==> src/rtl/pe_config_ctrl.sv <==
// PE configuration controller: stages unit and crossbar configuration in
// shadow registers and moves it to the active registers atomically on COMMIT.
module pe_config_ctrl #(
    parameter  int NUM_UNITS   = 4,
    parameter  int UNIT_CFG_W  = 32,
    parameter  int NUM_CB1_OUT = 16,
    parameter  int NUM_CB1_IN  = 14,
    parameter  int NUM_CB2_OUT = 4,
    parameter  int NUM_CB2_IN  = 10,
    parameter  int ADDR_W      = 8,
    parameter  int EPOCH_W     = 4,
    localparam int CB1_SEL_W   = $clog2(NUM_CB1_IN),
    localparam int CB2_SEL_W   = $clog2(NUM_CB2_IN)
) (
    input  logic                             clk,
    input  logic                             rst_n,
    input  logic                             cmd_valid,
    output logic                             cmd_ready,
    input  logic [1:0]                       cmd_op,
    input  logic [ADDR_W-1:0]                cmd_addr,
    input  logic [UNIT_CFG_W-1:0]            cmd_data,
    input  logic                             pe_idle,
    output logic [NUM_UNITS*UNIT_CFG_W-1:0]  unit_cfg,
    output logic [NUM_UNITS-1:0]             unit_en,
    output logic [NUM_CB1_OUT*CB1_SEL_W-1:0] cb1_sel,
    output logic [NUM_CB2_OUT*CB2_SEL_W-1:0] cb2_sel,
    output logic                             commit_done,
    output logic [EPOCH_W-1:0]               epoch,
    output logic                             cfg_err
);

    localparam int UIDX_W = (NUM_UNITS > 1) ? $clog2(NUM_UNITS) : 1;
    localparam int C1IDX_W = (NUM_CB1_OUT > 1) ? $clog2(NUM_CB1_OUT) : 1;
    localparam int C2IDX_W = (NUM_CB2_OUT > 1) ? $clog2(NUM_CB2_OUT) : 1;

    typedef enum logic [1:0] {
        OP_UNIT   = 2'd0,
        OP_CB1    = 2'd1,
        OP_CB2    = 2'd2,
        OP_COMMIT = 2'd3
    } op_e;

    typedef enum logic {
        IDLE      = 1'b0,
        WAIT_IDLE = 1'b1
    } state_e;

    state_e state_q;
    logic   ready_q;
    logic   commit_done_q;
    logic   cfg_err_q;
    logic [EPOCH_W-1:0] epoch_q;

    logic [UNIT_CFG_W-1:0] sh_unit_q  [NUM_UNITS];
    logic [CB1_SEL_W-1:0]  sh_cb1_q   [NUM_CB1_OUT];
    logic [CB2_SEL_W-1:0]  sh_cb2_q   [NUM_CB2_OUT];
    logic [UNIT_CFG_W-1:0] act_unit_q [NUM_UNITS];
    logic [CB1_SEL_W-1:0]  act_cb1_q  [NUM_CB1_OUT];
    logic [CB2_SEL_W-1:0]  act_cb2_q  [NUM_CB2_OUT];

    logic accept;
    logic unit_addr_ok;
    logic cb1_ok;
    logic cb2_ok;
    logic unit_wr;
    logic cb1_wr;
    logic cb2_wr;
    logic err_set;
    logic commit_now;
    logic go_wait;

    logic [UIDX_W-1:0]  uidx;
    logic [C1IDX_W-1:0] c1idx;
    logic [C2IDX_W-1:0] c2idx;

    assign uidx  = cmd_addr[UIDX_W-1:0];
    assign c1idx = cmd_addr[C1IDX_W-1:0];
    assign c2idx = cmd_addr[C2IDX_W-1:0];

    // Decode the accepted command into write, error and commit strobes.
    always_comb begin
        accept       = cmd_valid & ready_q;
        unit_addr_ok = cmd_addr < ADDR_W'(NUM_UNITS);
        cb1_ok       = (cmd_addr < ADDR_W'(NUM_CB1_OUT)) &&
                       (cmd_data < UNIT_CFG_W'(NUM_CB1_IN));
        cb2_ok       = (cmd_addr < ADDR_W'(NUM_CB2_OUT)) &&
                       (cmd_data < UNIT_CFG_W'(NUM_CB2_IN));
        unit_wr      = 1'b0;
        cb1_wr       = 1'b0;
        cb2_wr       = 1'b0;
        err_set      = 1'b0;
        commit_now   = 1'b0;
        go_wait      = 1'b0;
        if (accept) begin
            unique case (op_e'(cmd_op))
                OP_UNIT: begin
                    unit_wr = unit_addr_ok;
                    err_set = !unit_addr_ok;
                end
                OP_CB1: begin
                    cb1_wr  = cb1_ok;
                    err_set = !cb1_ok;
                end
                OP_CB2: begin
                    cb2_wr  = cb2_ok;
                    err_set = !cb2_ok;
                end
                OP_COMMIT: begin
                    commit_now = !cmd_data[0] || pe_idle;
                    go_wait    = cmd_data[0] && !pe_idle;
                end
                default: ;
            endcase
        end
        if (state_q == WAIT_IDLE && pe_idle) begin
            commit_now = 1'b1;
        end
    end

    // Shadow registers take every legal write in stream order.
    always_ff @(posedge clk or negedge rst_n) begin
        if (!rst_n) begin
            sh_unit_q <= '{default: '0};
            sh_cb1_q  <= '{default: '0};
            sh_cb2_q  <= '{default: '0};
        end else begin
            if (unit_wr) sh_unit_q[uidx] <= cmd_data;
            if (cb1_wr)  sh_cb1_q[c1idx] <= cmd_data[CB1_SEL_W-1:0];
            if (cb2_wr)  sh_cb2_q[c2idx] <= cmd_data[CB2_SEL_W-1:0];
        end
    end

    // Commit FSM: owns active state, epoch, done pulse, error flag and ready.
    always_ff @(posedge clk or negedge rst_n) begin
        if (!rst_n) begin
            state_q       <= IDLE;
            ready_q       <= 1'b1;
            commit_done_q <= 1'b0;
            cfg_err_q     <= 1'b0;
            epoch_q       <= '0;
            act_unit_q    <= '{default: '0};
            act_cb1_q     <= '{default: '0};
            act_cb2_q     <= '{default: '0};
        end else begin
            commit_done_q <= commit_now;
            if (err_set) cfg_err_q <= 1'b1;
            if (commit_now) begin
                act_unit_q <= sh_unit_q;
                act_cb1_q  <= sh_cb1_q;
                act_cb2_q  <= sh_cb2_q;
                epoch_q    <= epoch_q + 1'b1;
            end
            unique case (state_q)
                IDLE: begin
                    if (go_wait) begin
                        state_q <= WAIT_IDLE;
                        ready_q <= 1'b0;
                    end
                end
                WAIT_IDLE: begin
                    if (pe_idle) begin
                        state_q <= IDLE;
                        ready_q <= 1'b1;
                    end
                end
                default: begin
                    state_q <= IDLE;
                    ready_q <= 1'b1;
                end
            endcase
        end
    end

    // Flatten the active arrays onto the packed output buses.
    always_comb begin
        unit_cfg = '0;
        unit_en  = '0;
        cb1_sel  = '0;
        cb2_sel  = '0;
        for (int i = 0; i < NUM_UNITS; i++) begin
            unit_cfg[i*UNIT_CFG_W +: UNIT_CFG_W] = act_unit_q[i];
            unit_en[i] = act_unit_q[i][0];
        end
        for (int i = 0; i < NUM_CB1_OUT; i++) begin
            cb1_sel[i*CB1_SEL_W +: CB1_SEL_W] = act_cb1_q[i];
        end
        for (int i = 0; i < NUM_CB2_OUT; i++) begin
            cb2_sel[i*CB2_SEL_W +: CB2_SEL_W] = act_cb2_q[i];
        end
    end

    assign cmd_ready   = ready_q;
    assign commit_done = commit_done_q;
    assign epoch       = epoch_q;
    assign cfg_err     = cfg_err_q;

endmodule
==> config.mk <==
export PLATFORM = sky130hd
export DESIGN_NAME = pe_config_ctrl
export DESIGN_NICKNAME = d
export VERILOG_FILES = /design/src/rtl/pe_config_ctrl.sv
export SDC_FILE = /design/constraint.sdc
export NUM_CORES = 1
export LEC_CHECK = 0
export ABC_AREA = 1
export CAP_MARGIN = 20
export CORE_MARGIN = 3
export CORE_UTILIZATION = 50
export CTS_BUF_LIST = sky130_fd_sc_hd__clkbuf_8
export CTS_CLUSTER_SIZE = 25
export DETAILED_ROUTE_END_ITERATION = 6
export HOLD_SLACK_MARGIN = 0.1
export PLACE_DENSITY = 0.78
export SLEW_MARGIN = 20
export SYNTH_ARGS = -nofsm -noshare
export SYNTH_HDL_FRONTEND = slang
export SYNTH_SLANG_ARGS = --single-unit
==> constraint.sdc <==
create_clock -name clk -period 1.81 [get_ports clk]
set_clock_uncertainty 0.05 [all_clocks]
set_input_delay 0.2715 -clock clk [delete_from_list [all_inputs] [get_ports clk]]
set_output_delay 0.2715 -clock clk [all_outputs]
set_load 0.1 [all_outputs]
* Word-level counts from Yosys, hierarchy flattened
Index checks and enable logic that the tools add are counted.
Operators by class: add/subtract/negate cells 1, multiply operators 0, divide/modulo/power cells 0, order comparisons 8, equal/unequal tests 5, shifts and indexed selects 0, multiplexer cells 28, bitwise logic cells 4, reductions and logical operators 14
Operators with widths (number):
- $bwmux 128 | 1
- $bwmux 64 | 1
- $demux 32 s2 | 1
- $lt 32x4->1 const B | 2
- $mux 32 | 1
- $bwmux 16 | 1
- $demux 4 s4 | 1
- $mux 1 | 16
- $demux 4 s2 | 1
- $lt 8x3->1 const B | 1
- $lt 8x5->1 const B | 1
- $mux 4 | 2
- $logic_and 1x1->1 | 6
- $ge 5x5->1 const B | 1
- $logic_not 1->1 | 5
- $lt 5x1->1 const B | 1
- $not 4->5 | 1
- $add 4x1->4 const B | 1
- $eq 2x2->1 const B | 2
- $ne 2x2->1 const B | 2
- $pmux 1 s2 | 2
- $ge 3x3->1 const B | 1
- $lt 3x1->1 const B | 1
- $not 2->3 | 1
- 7 further kinds | 7
Storage, ports and cells: register bits 424, latch bits 0, RAM bits 0, memory bits (read-only) 0, input bits 46, logic and storage cells 113, memories kept 0

* Longest topological paths before layout
Gate-level depths: netlist of run 1.
word-level depth 6, gate-level depth with buffers 12

* Worst setup path before layout of run 1
OpenSTA, ideal clock, no wires.
path kind reg-to-reg, start register ready_q (netlist: cmd_ready), end register act_unit_q (netlist bit unit_cfg[0]), library setup time 126 ps, arrival time 2067 ps, required time 1634 ps, setup slack -433 ps, stages on the path, launching flop included 8, buffers on the path 2, period minus slack after synthesis 2243 ps, path through dfstp_2 > nand2_1 > inv_1 > nand4_1 > nand2_1 > buf_4 > buf_4 > mux2_2
On the way: word-level cells in the longest chain between the ends 3
Ends and longest elaborated chain:
- start: declaration | RTL line 49 | logic ready_q;
- start signal: assignment | RTL line 137 | ready_q <= 1'b1;
- start signal: assignment | RTL line 157 | ready_q <= 1'b0;
- start signal: assignment | RTL line 163 | ready_q <= 1'b1;
- $and 1x1->1 | RTL line 82 | accept = cmd_valid & ready_q;
- $mux 1 | RTL line 94 | if (accept) begin
- $mux 1 | RTL line 115 | if (state_q == WAIT_IDLE && pe_idle) begin
- end signal: assignment | RTL line 148 | act_unit_q <= sh_unit_q;
- end: declaration | RTL line 57 | logic [UNIT_CFG_W-1:0] act_unit_q [NUM_UNITS];
No other way between the ends. A chain may end at the register's enable or synchronous reset.

* Worst setup path after layout of run 1
start register ready_q (netlist: cmd_ready), end register act_unit_q (netlist bit unit_cfg[17])
Same word-level chain as after synthesis.

==> impl_results.md, run 1 <==
* Final GP Congestion at roughly 0.87
* Total of max-cap violations at 0
* Std-Cell Core Area at 0.03262 sq mm
* IO Count at between 200 and 300
* WS Path Type: reg -> reg
* Final Instance Area at 0.02524 sq mm
* Worst slew margin at 63.62%
* Register area share after synthesis at 64.07%
* Crit path time final at 1958 ps
* Die H at 188.0 microns
* CP max FO at 12
* CP endpoint kind: flop
* DRC viols at 1
* RSZ-0062 raised after global routing: yes
* Number of diodes at 0
* Clock Sinks at 424
* P&R area growth vs syn at 52.41%
* Synth cell types at 26
* Post-Synthesis Cell Area at 0.01656 sq mm
* Post-synth top flop: dfrtp_1
* CTS tree: yes
* First-pass GRT wire length at 76.36 mm
* Clk_lat worst skew at approximately 590 ps
* Period utilization at 108.2%
* Die ar. at 0.03535 sq mm
* Initial Utilization at 50.78%
* Syn nets at between 1500 and 2000
* Vias in the first global route at 13700
* Total Wirelength at 55.46 mm
* H-tree depth at 3
* Wire per inst at 22.94 microns
* Total GRT Usage at 27.45%
* Worst setup margin at -148.3 ps
* TNS Setup at -19150 ps
* Post-DP HPWL at 29.64 mm
* Critical Path RT at 2230 ps
* Startpoint Class: flop
* Vias per std cell at 5.664
* Area of the multi-input gates at approximately 0.0053 sq mm
* Yosys top cell by area: dfrtp_1
* GR Overflow Total at 0
* Clock slew at reported path FFs at 70 ps
* Synth Warn # at 0
* Leakage power at 12.12 nW
* Fraction of synthesized cell area taken by the top area cell type at 63.91%
* Tot Pwr at 23.75 mW
* Largest net degree at the start of global routing at 104
* Row cnt at 66
* Bufs on Longest Clock Path at 3
* # fillers at 1753
* PwrDens at 941.0 mW/mm^2
* Drt pass-1 iters at 7
* DRT antenna net count at 0
* Hold crit path type: in -> async
* Slew Limit Fails at 0
* Iter 0 DRT Violations at 1433
* Fraction of layout cells with a size suffix above 1 at 32.09%
* Initial antenna violation count at 1
* Number of flops mapped to enable cells by yosys at 0
* Post-synthesis area per instance at around 11 sq um
* # setup viols final at between 200 and 300
* Clk root buf: clkbuf_8
* Hold Worst Slack at 240.9 ps
* Seq cells post-synth at between 400 and 500
* Top post-synthesis cells by area: dfrtp_1 (64%), mux2_2 (9.9%), nand2_1 (6.7%)
* Status: complete, but fails checks
* Buffers on Ports at approximately 260
* Final #Nets at 1974
* Die width at 188.0 microns
* Maximum vdd drop at 848.8 uV
* Worst Tran Pin Value at 543.9 ps
* Ys async rst share at 100.0%
* Via Count at between 10000 and 15000
* Critical Path AT at approximately 2400 ps
* Clock buffer count from CTS at just under 70
* Reg area at 0.01062 sq mm
* Fmax at a little over 500 MHz
* Final hold viol count at 0
* Placed Area at 0.02246 sq mm
* Failing checks: design-rule violations, negative setup slack
* Syn Inst Count at 1546
## Yosys cell counts, types with 2 or more instances
library cell / number
nor3_2: 2
nand3_2: 10
a21oi_1: 65
o21ai_1: 20
buf_2: 22
nand3_1: 17
dfrtp_1: 423
mux2_2: 145
inv_2: 2
inv_1: 172
buf_4: 16
xnor2_1: 2
nand4_1: 68
nand2_1: 295
o21ai_0: 124
clkbuf_1: 45
nor2_1: 109
## routing by layer
metal / up-vias / track usage, % / wire, microns
li1: 5782 / - / -
met4: 2 / 11.08 / 2841
met5: - / 0 / 8
met2: 878 / 44.86 / 27130
met1: 6827 / 34.43 / 20090
met3: 207 / 8.301 / 5391
## placed cells by master, fill, tap and decap left out, types with 2 or more instances in the layout
cell             instances
inv_6                    3
nand4_1                 68
o21ai_0                 92
nand3_2                 12
clkbuf_16               14
buf_4                   63
mux2_2                  93
nand3_1                  6
mux2_4                  52
o21ai_2                  6
bufbuf_16                3
nand2_2                  8
bufinv_16                2
clkdlybuf4s50_1         44
nor2_1                 108
dlygate4sd3_1            2
nand2_1                285
clkinv_2                 7
nand2_4                  2
xnor2_1                  2
buf_16                  16
nor2_2                   2
inv_1                  194
a21oi_1                 65
clkbuf_8                84
o21ai_1                 46
nand3_4                  9
dfrtp_1                423
inv_2                    2
buf_6                    9
buf_12                 240
## report_power, final
| group | switching, mW | internal, mW | total [mW] |
|---|---|---|---|
| combinational | 3.27 | 1.90 | 5.17 |
| clock | 3.89 | 4.50 | 8.38 |
| sequential | 0.394 | 9.80 | 10.2 |
## worst paths after layout
kind / from / endpoint / slack (ps) / cells after the start
worst max-delay path: cmd_ready / unit_cfg[17] / -150 / 8
worst min-delay path: rst_n / sh_unit_q[33] / 240 / 3
worst max register to register: cmd_ready / unit_cfg[17] / -150 / 8
worst min register to register: sh_unit_q[102] / sh_unit_q[102] / 430 / 2
max in group asynchronous: rst_n / unit_cfg[105] / 480 / 3
min in group clk: cmd_data[8] / sh_unit_q[8] / 310 / 3
## sequential cells by signal (all words and copies together) (netlist names)
register and cells:
cb2_sel 16, sh_cb2_q 16, state_q 1, cmd_ready 1, cb1_sel 64, sh_unit_q 128, commit_done 1, cfg_err 1
sh_cb1_q 64, unit_cfg 128, epoch 4
## per-stage QoR
step	cells	worst slack [ps]	utilization [%]
2_1_floorplan	1546	-155.4	-
3_3_place_gp	2249	-477.1	68.85
3_5_place_dp	2249	-518.2	68.85
4_1_cts	2393	-94.80	75.11
5_1_grt	2418	-236.0	77.39
6_report	2418	-148.3	77.39
## critical path, stage by stage, from the launching register on
cell and delay, ps:
dfstp_4 630, nand2_4 60, inv_2 60, nand4_1 100
buf_6 170, nand2_8 120, buf_12 140, buf_16 170
mux2_2 370
## layout make-up
type	instances	share of cell area (%)
multi-input cells	865	21.00
well taps	442	2.191
repair buffers	392	26.71
inverters	175	2.622
clock buffers	84	4.580
flip-flops and latches	424	42.05
clock inverters	36	0.8525
## timing repair
action | 4_1_cts | 5_1_grt
hold buffers | 2 | 0
endpoints found under the hold margin | 362 | 0
setup buffers | 8 | 9
endpoints found under the setup margin | 225 | 407
gates cloned | 14 | 17
gates resized for setup | 46 | 94
pin swaps | 4 | 17
## logic make-up (layout without fill, tap and decap cells)
kind of cell / after synthesis / in the layout / share of synthesized area (%)
buffers and inverters: 258 / 687 / 6.376
DFF: 424 / 424 / 64.07
xor gates and xnor gates: 3 / 3 / 0.1587
and+or+nand+nor: 505 / 506 / 13.11
adders and majority gates: 1 / 1 / 0.07553
muxes: 145 / 145 / 9.858
AOI/OAI and AO/OA: 210 / 210 / 6.361
Note: power is estimated with default switching activity, not from simulation.
==> inputs of run 2 (changes only) <==
--- a/config.mk
+++ b/config.mk
@@ -6,6 +6,7 @@
 export NUM_CORES = 1
 export LEC_CHECK = 0
 export ABC_AREA = 1
+export ABC_CLOCK_PERIOD_IN_PS = 1810
 export CAP_MARGIN = 20
 export CORE_MARGIN = 3
 export CORE_UTILIZATION = 50
==> results of run 2 <==
No change in the layout: final DEF, timing and power equal those of run 1.
==> patch, RTL diff (settings of run 2) <==
Change the parameter `NUM_CB1_OUT` from 16 to 8.
--- a/src/rtl/pe_config_ctrl.sv
+++ b/src/rtl/pe_config_ctrl.sv
@@ -3,7 +3,7 @@
 module pe_config_ctrl #(
     parameter  int NUM_UNITS   = 4,
     parameter  int UNIT_CFG_W  = 32,
-    parameter  int NUM_CB1_OUT = 16,
+    parameter  int NUM_CB1_OUT = 8,
     parameter  int NUM_CB1_IN  = 14,
     parameter  int NUM_CB2_OUT = 4,
     parameter  int NUM_CB2_IN  = 10,
Ports: changed (resized cb1_sel); port bits go from 265 to 233. No check against the original RTL was run, so the function may have changed too.
==> patch against run 2 <==
The flow finishes with violations (negative setup slack); synthesized cell count fell by 28%; area after synthesis down 15%; worst setup slack improved by 7.1 ps; cell area shrank 15%; fmax rose by 0.37%; sequential cell count fell by 64; global-route usage shrank 3.5 points; count of clock-buffer cells in the layout decreased by 10; routed wire length shrank 25%.
Power is not compared: it rests on default switching activity, and its combinational part moved more than twofold at a synthesized area within 25%.
==> patch: results (changes against run 2) <==
Global route
  • Initial antenna violation count: 0 (-1)
  • GR Util met2: 38.9% (-6.0 points)
  • Met1 Use GR: 33.2% (-1.2 points)
  • Total Routing Usage GR: 24.0% (-3.5 points)
  • Global-route wire length before repair: 58.4 mm (-23%)
  • GR Util met3: 4.99% (-3.3 points)
  • Largest net degree at the start of global routing: 68 (-35%)

Worst setup path
  • CP max FO: 64 (+52)
  • R2R cell count: 7 (-1)
  • Reg-to-Reg Start: cmd_ready
  • CP endpoint: sh_unit_q[107]

Route
  • Initial drt markers: 936 (-35%)
  • DRT Pass-1 Iters: 6 (-1)
  • Via count: 10366 (-24%)
  • Routed wire length: 41.4 mm (-25%)

Placement
  • Placed insts: 1751 (-22%)
  • Port Buf Inserts: 232 (-12%)
  • Hpwl dp: 24.7 mm (-17%)

Synth
  • Mux share of post-synthesis cell area: 16.6% (+6.8 points)
  • Largest cells by area after synthesis: dfrtp_1 64%, mux2_4 9.6%, mux2_2 7.0%
  • Compound-Gate Fraction of Synth Area: 5.29% (-1.1 points)
  • Post-Synth Adder-Cell Area: 0.0893% (+0.014 points)
  • List of most frequent post-synthesis cells: 359 x dfrtp_1, 227 x nand2_1, 143 x o21ai_0
  • Post-synth net total: 1167 (-27%)
  • Post-synthesis sequential area ratio: 64.3% (+0.25 points)
  • Post-synthesis xor/xnor area fraction: 0.188% (+0.029 points)
  • Syn avg cell area: 12.5 sq um (+17%)

Cells and area
  • Share of layout cells above drive strength 1: 41.8% (+9.7 points)
  • Final #Nets: 1514 (-23%)

STA
  • Setup WS post-layout: -141 ps (+7.13 ps)
  • TNS Setup: -3950 ps (+15200 ps)
  • Final setup violation count: 165 (-44%)
  • Slew Limit Headroom: 67.8% (+4.1 points)

Clock network
  • H-tree levels: 2 (-1)
  • CTS Buf Count: 57 (-17%)

Run status
  • Failing checks: negative setup slack
  • Status: finished, violations left
patch: cell types whose count changed after synthesis, moves of 11 or more:
cell | run 2 | this run
inv_1 | 172 | 43
o21ai_1 | 20 | 1
dfrtp_1 | 423 | 359
mux2_4 | 0 | 90
buf_4 | 16 | 5
nand4_1 | 68 | 36
a21oi_1 | 65 | 1
o21ai_0 | 124 | 143
clkbuf_1 | 45 | 31
nor2_1 | 109 | 29
nand2_1 | 295 | 227
mux2_2 | 145 | 87
patch: where the power goes:
part	switching (mW)	total, mW	internal, mW	leakage, nW
Combinational	1.47	2.48	1.01	4.59
Sequential	0.147	8.33	8.18	5.01
Clock	3.34	7.31	3.97	0.704
Total	4.95	18.1	13.2	10.3
patch: cells by family (layout without fill, tap and decap cells):
kind of cell	count (synthesis)	in the layout
flops	360	360
simple gates	325	329
mux	177	177
compound gates	147	147
buf+inv	107	499
xor+xnor	3	3
fa+ha+maj	1	1
patch: stage by stage:
step	cell area, sq um	setup slack, ps
finish	21400	-141
CTS	20600	-76.2
global placement	19200	-327
floorplan	14100	-120
detailed placement	19200	-391
global route	21400	-246
patch: timing repair:
action	4_1_cts	5_1_grt
hold buffers	1	0
endpoints found under the setup margin	158	346
gates resized for setup	13	150
gates cloned	1	22
hold endpoints to repair	359	0
buffers inserted	1	4
pin swaps	1	3
patch: worst min-delay path by stage:
| stage | from | end | slack [ps] | cells after the start |
|---|---|---|---|---|
| final | rst_n | unit_cfg[47] | 140 | 2 |
| after global routing | rst_n | unit_cfg[79] | 150 | 2 |
| after detailed placement | rst_n | unit_cfg[47] | 150 | 1 |
| after CTS | rst_n | unit_cfg[47] | 130 | 2 |
| after global placement | rst_n | unit_cfg[79] | 150 | 1 |
| after floorplan | rst_n | cb1_sel[0] | -70 | 0 |
patch: layer usage:
metal  share of wire (%)  vias up
met4                 2.6        0
li1                    -     4492
met5                   0        -
met2                  50      474
met3                 6.5       97
met1                  41     5303
patch: area by class of cell:
| class | instances | area, sq um |
|---|---|---|
| sequential | 360 | 9010 |
| fill | 1423 | 5810 |
| timing repair buffer | 345 | 5630 |
| multi-input combinational | 657 | 4930 |
| clock buffer | 74 | 1020 |
| tap | 372 | 465 |
| clock inverter | 34 | 210 |
| inverter | 46 | 175 |
patch: worst max-delay path, stage by stage (launching register included):
cell,delay (ps)
dfstp_4,630
nand2_4,70
buf_6,130
nor3_2,90
buf_4,180
nand3_2,100
buf_12,200
o21ai_0,330
